## config.mk

```make
export PLATFORM = sky130hd
export DESIGN_NAME = branch_flush_ctrl
export DESIGN_NICKNAME = d
export VERILOG_FILES = /design/src/rtl/branch_flush_ctrl.sv
export SDC_FILE = /design/constraint.sdc
export NUM_CORES = 1
export LEC_CHECK = 0
export BUFFER_PORTS_ARGS = -buffer_cell sky130_fd_sc_hd__buf_2
export CAP_MARGIN = 5
export CORE_AREA = 8 8 121 123
export DETAILED_ROUTE_END_ITERATION = 16
export DIE_AREA = 0 0 129 131
export GPL_ROUTABILITY_DRIVEN = 0
export PLACE_DENSITY_LB_ADDON = 0.15
export REMOVE_ABC_BUFFERS = 1
export SYNTH_ARGS = -nofsm -noshare
export SYNTH_HDL_FRONTEND = slang
export SYNTH_SLANG_ARGS = --single-unit
```

## constraint.sdc

```tcl
create_clock -name clk -period 3.75 [get_ports clk]
set_input_delay 0.1875 -clock clk [delete_from_list [all_inputs] [get_ports clk]]
set_output_delay 0.1875 -clock clk [all_outputs]
set_load 0.1 [all_outputs]
```

## src/rtl/branch_flush_ctrl.sv

```systemverilog
// Branch resolution and flush control.
// Resolves up to LANES branches per cycle, picks the lowest-index taken lane,
// redirects the fetch pc and pulses flush_en. It also tracks outstanding
// branches and forwards the flush through a FLUSH_DLY-deep delay line to the buffer.
module branch_flush_ctrl #(
  parameter int LANES     = 4,
  parameter int DATA_W    = 32,
  parameter int ADDR_W    = 5,
  parameter int BID_W     = 3,
  parameter int FETCH_W   = 2,
  parameter int FLUSH_DLY = 1,
  parameter int MAX_BR    = 2**BID_W
) (
  input  logic                      clk,
  input  logic                      rst,
  input  logic [FETCH_W-1:0]        fetch_vld,
  input  logic                      br_dispatch,
  input  logic                      iq_full,
  input  logic                      buffer_full,
  input  logic [LANES*4-1:0]        lane_op,
  input  logic [LANES*DATA_W-1:0]   lane_data1,
  input  logic [LANES*DATA_W-1:0]   lane_data2,
  input  logic [LANES*BID_W-1:0]    lane_bid,
  input  logic [LANES*ADDR_W-1:0]   lane_addr,
  output logic [ADDR_W-1:0]         pc,
  output logic                      bid_full,
  output logic                      flush_en,
  output logic [BID_W-1:0]          flush_bid,
  output logic                      buffer_flush_en,
  output logic [BID_W-1:0]          buffer_flush_bid
);

  localparam int CNT_W = $clog2(MAX_BR + 1);
  localparam int RET_W = $clog2(LANES + 1);
  localparam int SUM_W = CNT_W + RET_W + 1;

  localparam logic [3:0] OP_BEQ = 4'b1010;
  localparam logic [3:0] OP_BNE = 4'b1011;

  logic                 taken;
  logic [BID_W-1:0]     win_bid;
  logic [ADDR_W-1:0]    win_addr;
  logic [RET_W-1:0]     retire;
  logic [ADDR_W-1:0]    adv;
  logic                 stall;
  logic                 dispatch_ok;
  logic [CNT_W-1:0]     cnt;
  logic [CNT_W-1:0]     cnt_next;
  logic [SUM_W-1:0]     up;
  logic [SUM_W-1:0]     dn;

  logic [FLUSH_DLY-1:0] dly_en;
  logic [BID_W-1:0]     dly_bid [FLUSH_DLY];

  // Resolve lanes: lowest-index taken lane wins, not-taken lanes retire; wrong-path lanes during a flush are ignored
  always_comb begin
    logic [3:0] op;
    logic       eq;
    logic       hit;
    taken    = 1'b0;
    win_bid  = '0;
    win_addr = '0;
    retire   = '0;
    op       = '0;
    eq       = 1'b0;
    hit      = 1'b0;
    for (int unsigned i = 0; i < LANES; i++) begin
      op  = lane_op[i*4 +: 4];
      eq  = (lane_data1[i*DATA_W +: DATA_W] == lane_data2[i*DATA_W +: DATA_W]);
      hit = (op == OP_BEQ) ? eq : !eq;
      if (!flush_en && (op == OP_BEQ || op == OP_BNE)) begin
        if (hit) begin
          if (!taken) begin
            taken    = 1'b1;
            win_bid  = lane_bid[i*BID_W +: BID_W];
            win_addr = lane_addr[i*ADDR_W +: ADDR_W];
          end
        end else begin
          retire = retire + RET_W'(1);
        end
      end
    end
  end

  // Fetch advance is the number of valid fetch slots
  always_comb begin
    adv = '0;
    for (int unsigned i = 0; i < FETCH_W; i++) begin
      adv = adv + ADDR_W'(fetch_vld[i]);
    end
  end

  assign stall       = iq_full | buffer_full | bid_full;
  assign dispatch_ok = br_dispatch & ~bid_full;

  // Net outstanding-count update, saturating at zero; a taken branch clears everything
  always_comb begin
    up       = SUM_W'(cnt) + SUM_W'(dispatch_ok);
    dn       = SUM_W'(retire);
    cnt_next = '0;
    if (!taken && (up > dn)) begin
      cnt_next = CNT_W'(up - dn);
    end
  end

  // Outstanding counter; bid_full is registered from the next count so it always matches cnt
  always_ff @(posedge clk) begin
    if (!rst) begin
      cnt      <= '0;
      bid_full <= 1'b0;
    end else begin
      cnt      <= cnt_next;
      bid_full <= (cnt_next == CNT_W'(MAX_BR));
    end
  end

  // Fetch pc: redirect, then stall, then advance (wraps naturally)
  always_ff @(posedge clk) begin
    if (!rst) begin
      pc <= '0;
    end else if (taken) begin
      pc <= win_addr;
    end else if (!stall) begin
      pc <= pc + adv;
    end
  end

  // One-cycle flush pulse to the issue stage; bid holds between flushes
  always_ff @(posedge clk) begin
    if (!rst) begin
      flush_en  <= 1'b0;
      flush_bid <= '0;
    end else begin
      flush_en <= taken;
      if (taken) begin
        flush_bid <= win_bid;
      end
    end
  end

  // Buffer flush delay line; reset drops any flush still in flight
  always_ff @(posedge clk) begin
    if (!rst) begin
      dly_en <= '0;
      for (int unsigned i = 0; i < FLUSH_DLY; i++) begin
        dly_bid[i] <= '0;
      end
    end else begin
      dly_en[0]  <= flush_en;
      dly_bid[0] <= flush_bid;
      for (int unsigned i = 1; i < FLUSH_DLY; i++) begin
        dly_en[i]  <= dly_en[i-1];
        dly_bid[i] <= dly_bid[i-1];
      end
    end
  end

  assign buffer_flush_en  = dly_en[FLUSH_DLY-1];
  assign buffer_flush_bid = dly_bid[FLUSH_DLY-1];

endmodule

```

Word-level counts from Yosys, hierarchy flattened --
Memory sizes are Yosys's and may differ from the RTL's. Cells that the tools add are included.
Word-level totals: register bits after elaboration 15, output and inout port bits 14, memories 1, logic and storage cells 98, bits in writable memories 3
Memory list:
- dly_bid | words 1, bits a word 3, rd ports 1, clocked after memory_dff 0, wr ports 1, RTL line 53 | logic [BID_W-1:0] dly_bid [FLUSH_DLY];
Operators by class: add/sub/neg operators 7, magnitude comparators 1, equal/unequal tests 14, reduce and logical (&&, ||, !) cells 16, mux-type cells 49, bitwise operators 4
Operator list (number):
- $eq 32x32->1 | 4
- $mux 5 | 13
- $mux 3 | 18
- $eq 4x4->1 const B | 9
- $mux 1 | 17
- $add 3x1->3 const B | 3
- $logic_not 1->1 | 6
- $add 4x1->5 | 1
- $add 5x2->5 | 1
- $gt 5x3->1 | 1
- $logic_and 1x1->1 | 5
- $logic_or 1x1->1 | 4
- $mux 4 | 1
- $sub 4x3->4 | 1
- $reduce_or 3->1 | 1
- $add 1x1->2 | 1
- $ne 2x2->1 const B | 1
- $or 1x1->1 | 2
- $and 1x1->1 | 1
- $not 1->1 | 1

Longest topological paths before layout --
Gate-level depths: netlist (run 1).
depth in word-level cells 18, depth in mapped cells 19, depth with buffers taken out 19

Worst setup path after synthesis (run 1) --
OpenSTA, ideal clock, no wires.
kind reg-to-reg, start point register flush_en, end point register bid_full, clock period less this slack 4.415 ns, arrival time 4.311 ns, required time 3.647 ns, stages on the path, launching flop included 15, library setup time 0.103 ns, path slack -0.665 ns, path through dfxtp_1 -> nor2_1 -> and2_1 -> ha_1 -> a32o_1 -> ha_1 -> mux2_2 -> ha_1 -> mux2i_1 -> ha_1 -> a21o_1 -> a21o_1 -> a22oi_1 -> nor4_1 -> a2111oi_2
On the way: longest elaborated chain between the ends 16, elaborated cells on any way between the ends 28
Ends and longest elaborated chain:
- from (decl) | RTL line 27 | output logic flush_en,
- from (signal assigned) | RTL line 134 | flush_en <= taken;
- $logic_not 1->1 (*) | RTL line 71 | if (!flush_en && (op == OP_BEQ || op == OP_BNE)) begin
- $logic_and 1x1->1 | RTL line 71
- $mux 1 | RTL line 71
- $add 3x1->3 | RTL line 79 | retire = retire + RET_W'(1);
- $mux 3 | RTL line 72 | if (hit) begin
- $mux 3 | RTL line 71
- $add 3x1->3 | RTL line 79
- $mux 3 | RTL line 72
- $mux 3 | RTL line 71
- $add 3x1->3 | RTL line 79
- $mux 3 | RTL line 72
- $mux 3 | RTL line 71
- $gt 5x3->1 | RTL line 101 | if (!taken && (up > dn)) begin
- $logic_and 1x1->1 | RTL line 101
- $mux 4 (*) | RTL line 101
- $eq 4x4->1 (*) | RTL line 113 | bid_full <= (cnt_next == CNT_W'(MAX_BR));
- to (signal assigned) | RTL line 113
- to (decl) | RTL line 26 | output logic bid_full,
Every way passes the cells marked *; elsewhere a longest branch is shown, timed or not. A chain may end at the register's enable or synchronous reset.

Worst setup path after layout (run 1) --
start point input port lane_data1[17], end point register cnt[2]
On the way: longest elaborated chain between the ends 17, elaborated cells on any way between the ends 27
Ends and longest elaborated chain:
- from (decl) | RTL line 21 | input logic [LANES*DATA_W-1:0] lane_data1,
- $eq 32x32->1 (*) | RTL line 69 | eq = (lane_data1[i*DATA_W +: DATA_W] == lane_data2[i*DATA_W +: DATA_W]);
- $logic_not 1->1 | RTL line 70 | hit = (op == OP_BEQ) ? eq : !eq;
- $mux 1 (*) | RTL line 70
- $mux 1 | RTL line 72
- $mux 1 | RTL line 71
- $add 3x1->3 | RTL line 79
- $mux 3 | RTL line 72
- $mux 3 | RTL line 71
- $add 3x1->3 | RTL line 79
- $mux 3 | RTL line 72
- $mux 3 | RTL line 71
- $add 3x1->3 | RTL line 79
- $mux 3 | RTL line 72
- $mux 3 | RTL line 71
- $gt 5x3->1 | RTL line 101
- $logic_and 1x1->1 | RTL line 101
- $mux 4 (*) | RTL line 101
- to (signal assigned) | RTL line 112 | cnt <= cnt_next;
- to (decl) | RTL line 47 | logic [CNT_W-1:0] cnt;
Marks and branches as above.

==> flow_summary.yaml, run 1 <==
run_status:
  status: "finished with violations"
  violations: "setup timing"
critical_path:
  end_kind: "register"
  start_kind: "primary input"
  path_cells: "buf_6, xnor2_1, nand4_1, nor4_4, nand2_1, xnor2_1, and2_1, ha_1, a32o_2, ha_4, mux2_4, ha_4, mux2i_2, ha_1, a21o_1, a21o_1, a22oi_2, nor4_2, nand4_1, buf_4, nor2b_1"
  cp_max_fo: 3
  critPathSlowestCell: "nor4_4"
  slowest_delay_ps: 350
  critPathRequiredTime_ps: 3890
  path_class: "in -> reg"
  cp_data_arrival_time_ps: 4060
cells_and_area:
  fin_nets: 1001
  area_growth_pct: 77.5
  drive_gt1_share_pct: 58.7
  num-fill-cells: 1312
  regArea_um2: 360
  fin_util_pct: 41.0
  multi_input_area_mm2: 0.00270
logic_synthesis:
  syn-cell-area_mm2: 0.00297
  synth_ff_type: "dfxtp_1"
  syn_inst: 330
  synthArstFlopShare_pct: 0
  synth.distinct_cells: 50
  synth_seq_area_share_pct: 12.1
  syn_area_per_cell_um2: 9.00
  synth-seq-cells: 18
  synth_edf_count: 0
  synth_warnings: 0
detailed_routing:
  post_drt_wl_per_cell_um: 15.2
  dr.pass1.iters: 4
  drc: 0
  wl_um: 13000
  drt_iter0_drc: 53
  ant_nets: 0
  viasPerCell: 4.28
  vias: 3663
sta:
  fmax_ghz: 0.255
  fin_skew_ps: 3.77
  worst_slack_ps: -165
  worst_slew_pin_slew_ps: 687
  whs_ps: 241
  setup_viol: 4
  layout_min_cycle_time_ps: 3910
  drv_slew: 0
  fin_crit_sh_pct: 104
  slew_headroom_pct: 54.1
  setup_tns_ps: -586
  hold_viol_final: 0
  rsz0062_at_grt: "true"
power_and_ir_drop:
  p_comb_share_pct: 56.5
  p_int_w: 0.000663
  power_leakage_nw: 2.53
  swShare_pct: 36.8
  power_per_cell_area_mw_per_mm2: 199
  p_switching_w: 0.000386
  clockPowerShare_pct: 22.7
  power_frac_seq_pct: 20.8
  ir_worst_vdd_uv: 185
global_route:
  grt_usage_pct: 14.1
  grt_max_degree: 15
  grt_pass1_vias: 4204
  grt_pass1_wl_um: 19300
  grt_antenna_before_repair: 0
  grt_overflow: 0
clocking:
  cts_tree: "yes"
  cts_buffers: 3
  cts_num_sinks: 18
  cts_root_buf: "clkbuf_16"
  h-tree-depth: 1
  path_clk_slew_ps: 60
  clockBufferDepth: 2
  clkLatencyLatePin_ps: 250
  cts.hold.buffers_added: 0
flow_run:
  maxCapViolCount: 0
floorplanning:
  core_mm2: 0.0129
  start_util_pct: 23.1
  dieArea_mm2: 0.0169
  dieHeight_um: 131
  io_pins: 325
  rows: 42
  die_w_um: 129
placement:
  dp_worst_setup_slack_ps: -748
  port-buffer-count: 324
  hpwl_um: 12100
worst_hold_path:
  hp-class: "in -> reg"
## synth_stat cells (all sizes together), types with 2 or more instances
library cell	count	area [um^2]
xor2	4	35.0
nor4	17	179
nand4	36	240
nand3b	4	30.0
nor2b	2	12.5
nor2	13	58.8
mux2	2	22.5
ha	9	113
and4	2	17.5
a2111oi	9	130
and3	2	17.5
mux2i	9	90.1
o31ai	7	52.6
xnor2	136	1190
inv	8	30.0
nand3	4	20.0
a21o	9	67.6
nand2	7	26.3
fa	2	40.0
and2	7	46.3
clkbuf	2	8.75
buf	3	26.3
a21oi	2	10.0
dfxtp	18	360
## routing by layer
layer	vias to the layer above	track usage (%)	wire length (um)	share of wire, %
met4	0	2.63	93	0.71
met5	-	0	0	0
met3	8	3.98	1360	10
met1	1570	14.6	4680	36
met2	190	27.6	6910	53
li1	1895	-	-	-
## cells in the final DEF, fill, tap and decap left out, types with 4 or more instances in the layout
| master | instances |
|---|---|
| xnor2_1 | 123 |
| mux2i_1 | 8 |
| nand3_1 | 4 |
| dfxtp_1 | 18 |
| and2_1 | 6 |
| nor4_1 | 9 |
| buf_6 | 10 |
| nand2_1 | 7 |
| buf_4 | 25 |
| nand3b_1 | 4 |
| xor2_1 | 4 |
| o31ai_1 | 7 |
| a21o_1 | 9 |
| nor2_1 | 9 |
| nand4_1 | 35 |
| nor4_2 | 4 |
| xnor2_2 | 13 |
| inv_1 | 8 |
| a2111oi_2 | 8 |
| buf_2 | 314 |
| ha_1 | 7 |
| nor4_4 | 4 |
## stage by stage
step                      cells  area (um^2)  total power [W]
final                       855         5270          0.00105
after CTS                   853         5180          0.00104
after floorplan             325         2940         0.000545
after global placement      845         4930         0.000783
after detailed placement    845         4930         0.000791
after global routing        854         5270          0.00111
## sequential cells by signal, summed over array words and instances, names as in the netlist
register,count
cnt,4
dly_bid,3
pc,5
flush_en,1
flush_bid,3
bid_full,1
buffer_flush_en,1
## critical path, delay by kind of cell
family	cells	cell delay (ps)
compound gates	4	840
xor+xnor	2	300
fa+ha+maj	4	960
buf+inv	2	250
mux	2	440
simple gates	7	1080
## final timing paths
check        cells after the start                        to  slack, ps                       from
max reg2reg                     16         cnt[2]$_SDFF_PN0_        390        flush_en$_SDFF_PN0_
max                             21         cnt[2]$_SDFF_PN0_       -160             lane_data1[17]
min                              2  dly_bid[0][2]$_SDFF_PN0_        240                        rst
min reg2reg                      1  dly_bid[0][1]$_SDFF_PN0_        480  flush_bid[1]$_SDFFE_PN0N_
## power groups by stage
stage | combinational (W) | sequential [W] | clock (W)
floorplan | 0.000223 | 0.000322 | 0
global placement | 0.000562 | 0.000221 | 0
detailed placement | 0.000569 | 0.000222 | 0
CTS | 0.000586 | 0.000218 | 0.000240
global route | 0.000639 | 0.000219 | 0.000251
finish | 0.000592 | 0.000218 | 0.000238
## final cells by class
type	instances	share of cell area, %
diodes	1	0.0475
clock buffers	4	1.68
repair buffers	349	35.5
well taps	176	4.18
flip-flops and latches	18	6.83
multi-input cells	299	51.2
inverters	8	0.570
## cell families after synthesis
group | share of synthesized area, %
xor gates and xnor gates | 42.0
and+or+nand+nor | 22.7
AOI/OAI and AO/OA | 12.0
DFF | 12.1
buffers and inverters | 2.19
muxes | 3.79
adders and majority gates | 5.14
## timing repair
action | CTS | global route
buffers inserted | 4 | 1
endpoints found under the setup margin | 5 | 5
gates resized for setup | 21 | 12
pin swaps | 17 | 14
(Power assumes the default switching activity.)
==> inputs of run 2 (changes only) <==
--- a/config.mk
+++ b/config.mk
@@ -13,6 +13,8 @@
 export GPL_ROUTABILITY_DRIVEN = 0
 export PLACE_DENSITY_LB_ADDON = 0.15
 export REMOVE_ABC_BUFFERS = 1
+export SETUP_SLACK_MARGIN = 0.05
+export SKIP_CTS_REPAIR_TIMING = 1
 export SYNTH_ARGS = -nofsm -noshare
 export SYNTH_HDL_FRONTEND = slang
 export SYNTH_SLANG_ARGS = --single-unit
==> run 2 against run 1 <==
The flow still finishes with violations (setup timing). Power down 1.1%. Critical endpoint is now bid_full$_SDFF_PN0_. First-iteration DRC count up 15%. Cell count down 0.47%. Setup slack worse by 130 ps. Via count down 0.41%. Design area down 1.5%. Count of clock-buffer cells in the layout unchanged. Die area unchanged. Global-route usage down 0.15 points. Combinational power down 2%. Non-clock buffer count down 4.
==> flow_summary.yaml, run 2 (synthesis results as in run 1) <==
critical_path:
  path_class: "in -> reg"
  r2r_slack_ps: 260
  cp_data_arrival_time_ps: 4190
  critical_path.most_common_cell: "ha_4"
  r2r_end: "bid_full$_SDFF_PN0_"
  slowest_delay_ps: 360
  critPathRequiredTime_ps: 3900
  ff2ff_path_depth: 15
  cp_max_fo: 2
  critPathSlowestCell: "nor4_4"
  start_kind: "primary input"
  r2r_start: "flush_en$_SDFF_PN0_"
  end_kind: "register"
  path_cells: "buf_2, xnor2_2, nand4_1, nor4_4, nand2_1, xnor2_2, and2_4, ha_4, a32o_2, ha_4, mux2_4, ha_4, mux2i_2, ha_1, a21o_1, a21o_1, a22oi_2, nor4_2, nand4_1, a2111oi_2"
floorplanning:
  start_util_pct: 23.1
  die_w_um: 129
  dieArea_mm2: 0.0169
  io_pins: 325
  dieHeight_um: 131
  core_mm2: 0.0129
  rows: 42
detailed_routing:
  wl_um: 13000
  drt_iter0_drc: 61
  vias: 3648
  ant_nets: 0
  drc: 0
  viasPerCell: 4.29
  post_drt_wl_per_cell_um: 15.2
  dr.pass1.iters: 4
global_route:
  grt_overflow: 0
  grt_antenna_before_repair: 0
  grt_pass1_vias: 4169
  grt_usage_pct: 14.0
  grt_pass1_wl_um: 19100
  grt_max_degree: 15
placement:
  place_area_mm2: 0.00493
  post-place-cells: 845
  dp_worst_setup_slack_ps: -748
  port-buffer-count: 324
  hpwl_um: 12100
cells_and_area:
  layout_common_cells: "buf_2, xnor2_1, nand4_1"
  fin_nets: 997
  area_growth_pct: 74.8
  instances_no_fill: 851
  mostFrequentLayoutCell: "buf_2"
  drive_gt1_share_pct: 57.9
  fin_area_mm2: 0.00519
  top_register: "pc"
  largest_reg_flops: 5
  reg_top3: "pc x5, cnt x4"
clocking:
  clockBufferDepth: 2
  cts_buffers: 3
  h-tree-depth: 1
  cts_num_sinks: 18
  cts_tree: "yes"
  cts_root_buf: "clkbuf_16"
  clkLatencyLatePin_ps: 250
  path_clk_slew_ps: 60
run_status:
  violations: "setup timing"
  status: "finished with violations"
worst_hold_path:
  hp-class: "in -> reg"
  hold_start: "rst"
  hold_end: "dly_bid[0][2]$_SDFF_PN0_"
  holdPathStages: 2
sta:
  hold_viol_final: 0
  fin_skew_ps: 3.57
  fmax_ghz: 0.247
  whs_ps: 241
  fin_crit_sh_pct: 108
  worst_slack_ps: -297
  drv_slew: 0
  setup_viol: 5
  layout_min_cycle_time_ps: 4050
  slew_headroom_pct: 57.4
  rsz0062_at_grt: "true"
  worst_slew_pin_slew_ps: 638
power_and_ir_drop:
  p_total_w: 0.00104
  ir_worst_vdd_uv: 184
  power_per_cell_area_mw_per_mm2: 200
  power_leakage_nw: 2.49
flow_run:
  maxCapViolCount: 0
run 2: worst max-delay path by stage:
stage                   startpoint             endpoint  depth (start not counted)
4_1_cts             lane_data2[14]  bid_full$_SDFF_PN0_                         19
6_report            lane_data2[21]  bid_full$_SDFF_PN0_                         20
2_1_floorplan  flush_en$_SDFF_PN0_  bid_full$_SDFF_PN0_                         14
3_5_place_dp        lane_data2[14]  bid_full$_SDFF_PN0_                         19
3_3_place_gp        lane_data2[14]  bid_full$_SDFF_PN0_                         19
5_1_grt             lane_data2[21]  bid_full$_SDFF_PN0_                         20
run 2: cell type report:
class | instances | area, um^2
Tap cell | 176 | 220
Fill cell | 1320 | 7680
Clock buffer | 4 | 88.8
Sequential cell | 18 | 360
Antenna cell | 1 | 2.50
Multi-Input combinational cell | 299 | 2680
Timing Repair Buffer | 345 | 1810
Inverter | 8 | 30.0
run 2: layer usage:
layer,up-vias,global-route usage (%),part of all wire (%),wire length (um)
met4,0,2.63,0.82,107
met1,1555,14.6,36,4720
li1,1888,-,-,-
met3,10,4.02,10,1350
met5,-,0,0,0
met2,195,27.1,52,6800
run 2: worst max-delay path, delay by kind of cell:
family / cells / cell delay, ps
xor+xnor: 2 / 320
simple gates: 6 / 1270
buf+inv: 1 / 120
fa+ha+maj: 4 / 990
mux: 2 / 350
compound gates: 5 / 950
run 2: power by group:
part | switching, W | internal [W]
Sequential | 0.0000103 | 0.000207
Clock | 0.0000756 | 0.000162
Combinational | 0.000296 | 0.000285
Total | 0.000382 | 0.000654
run 2: stage by stage:
stage	utilization, %	TNS (ps)
floorplan	-	-2840
global placement	38.3	-2900
detailed placement	38.3	-3420
CTS	39.0	-2160
global route	40.3	-2230
finish	40.3	-983
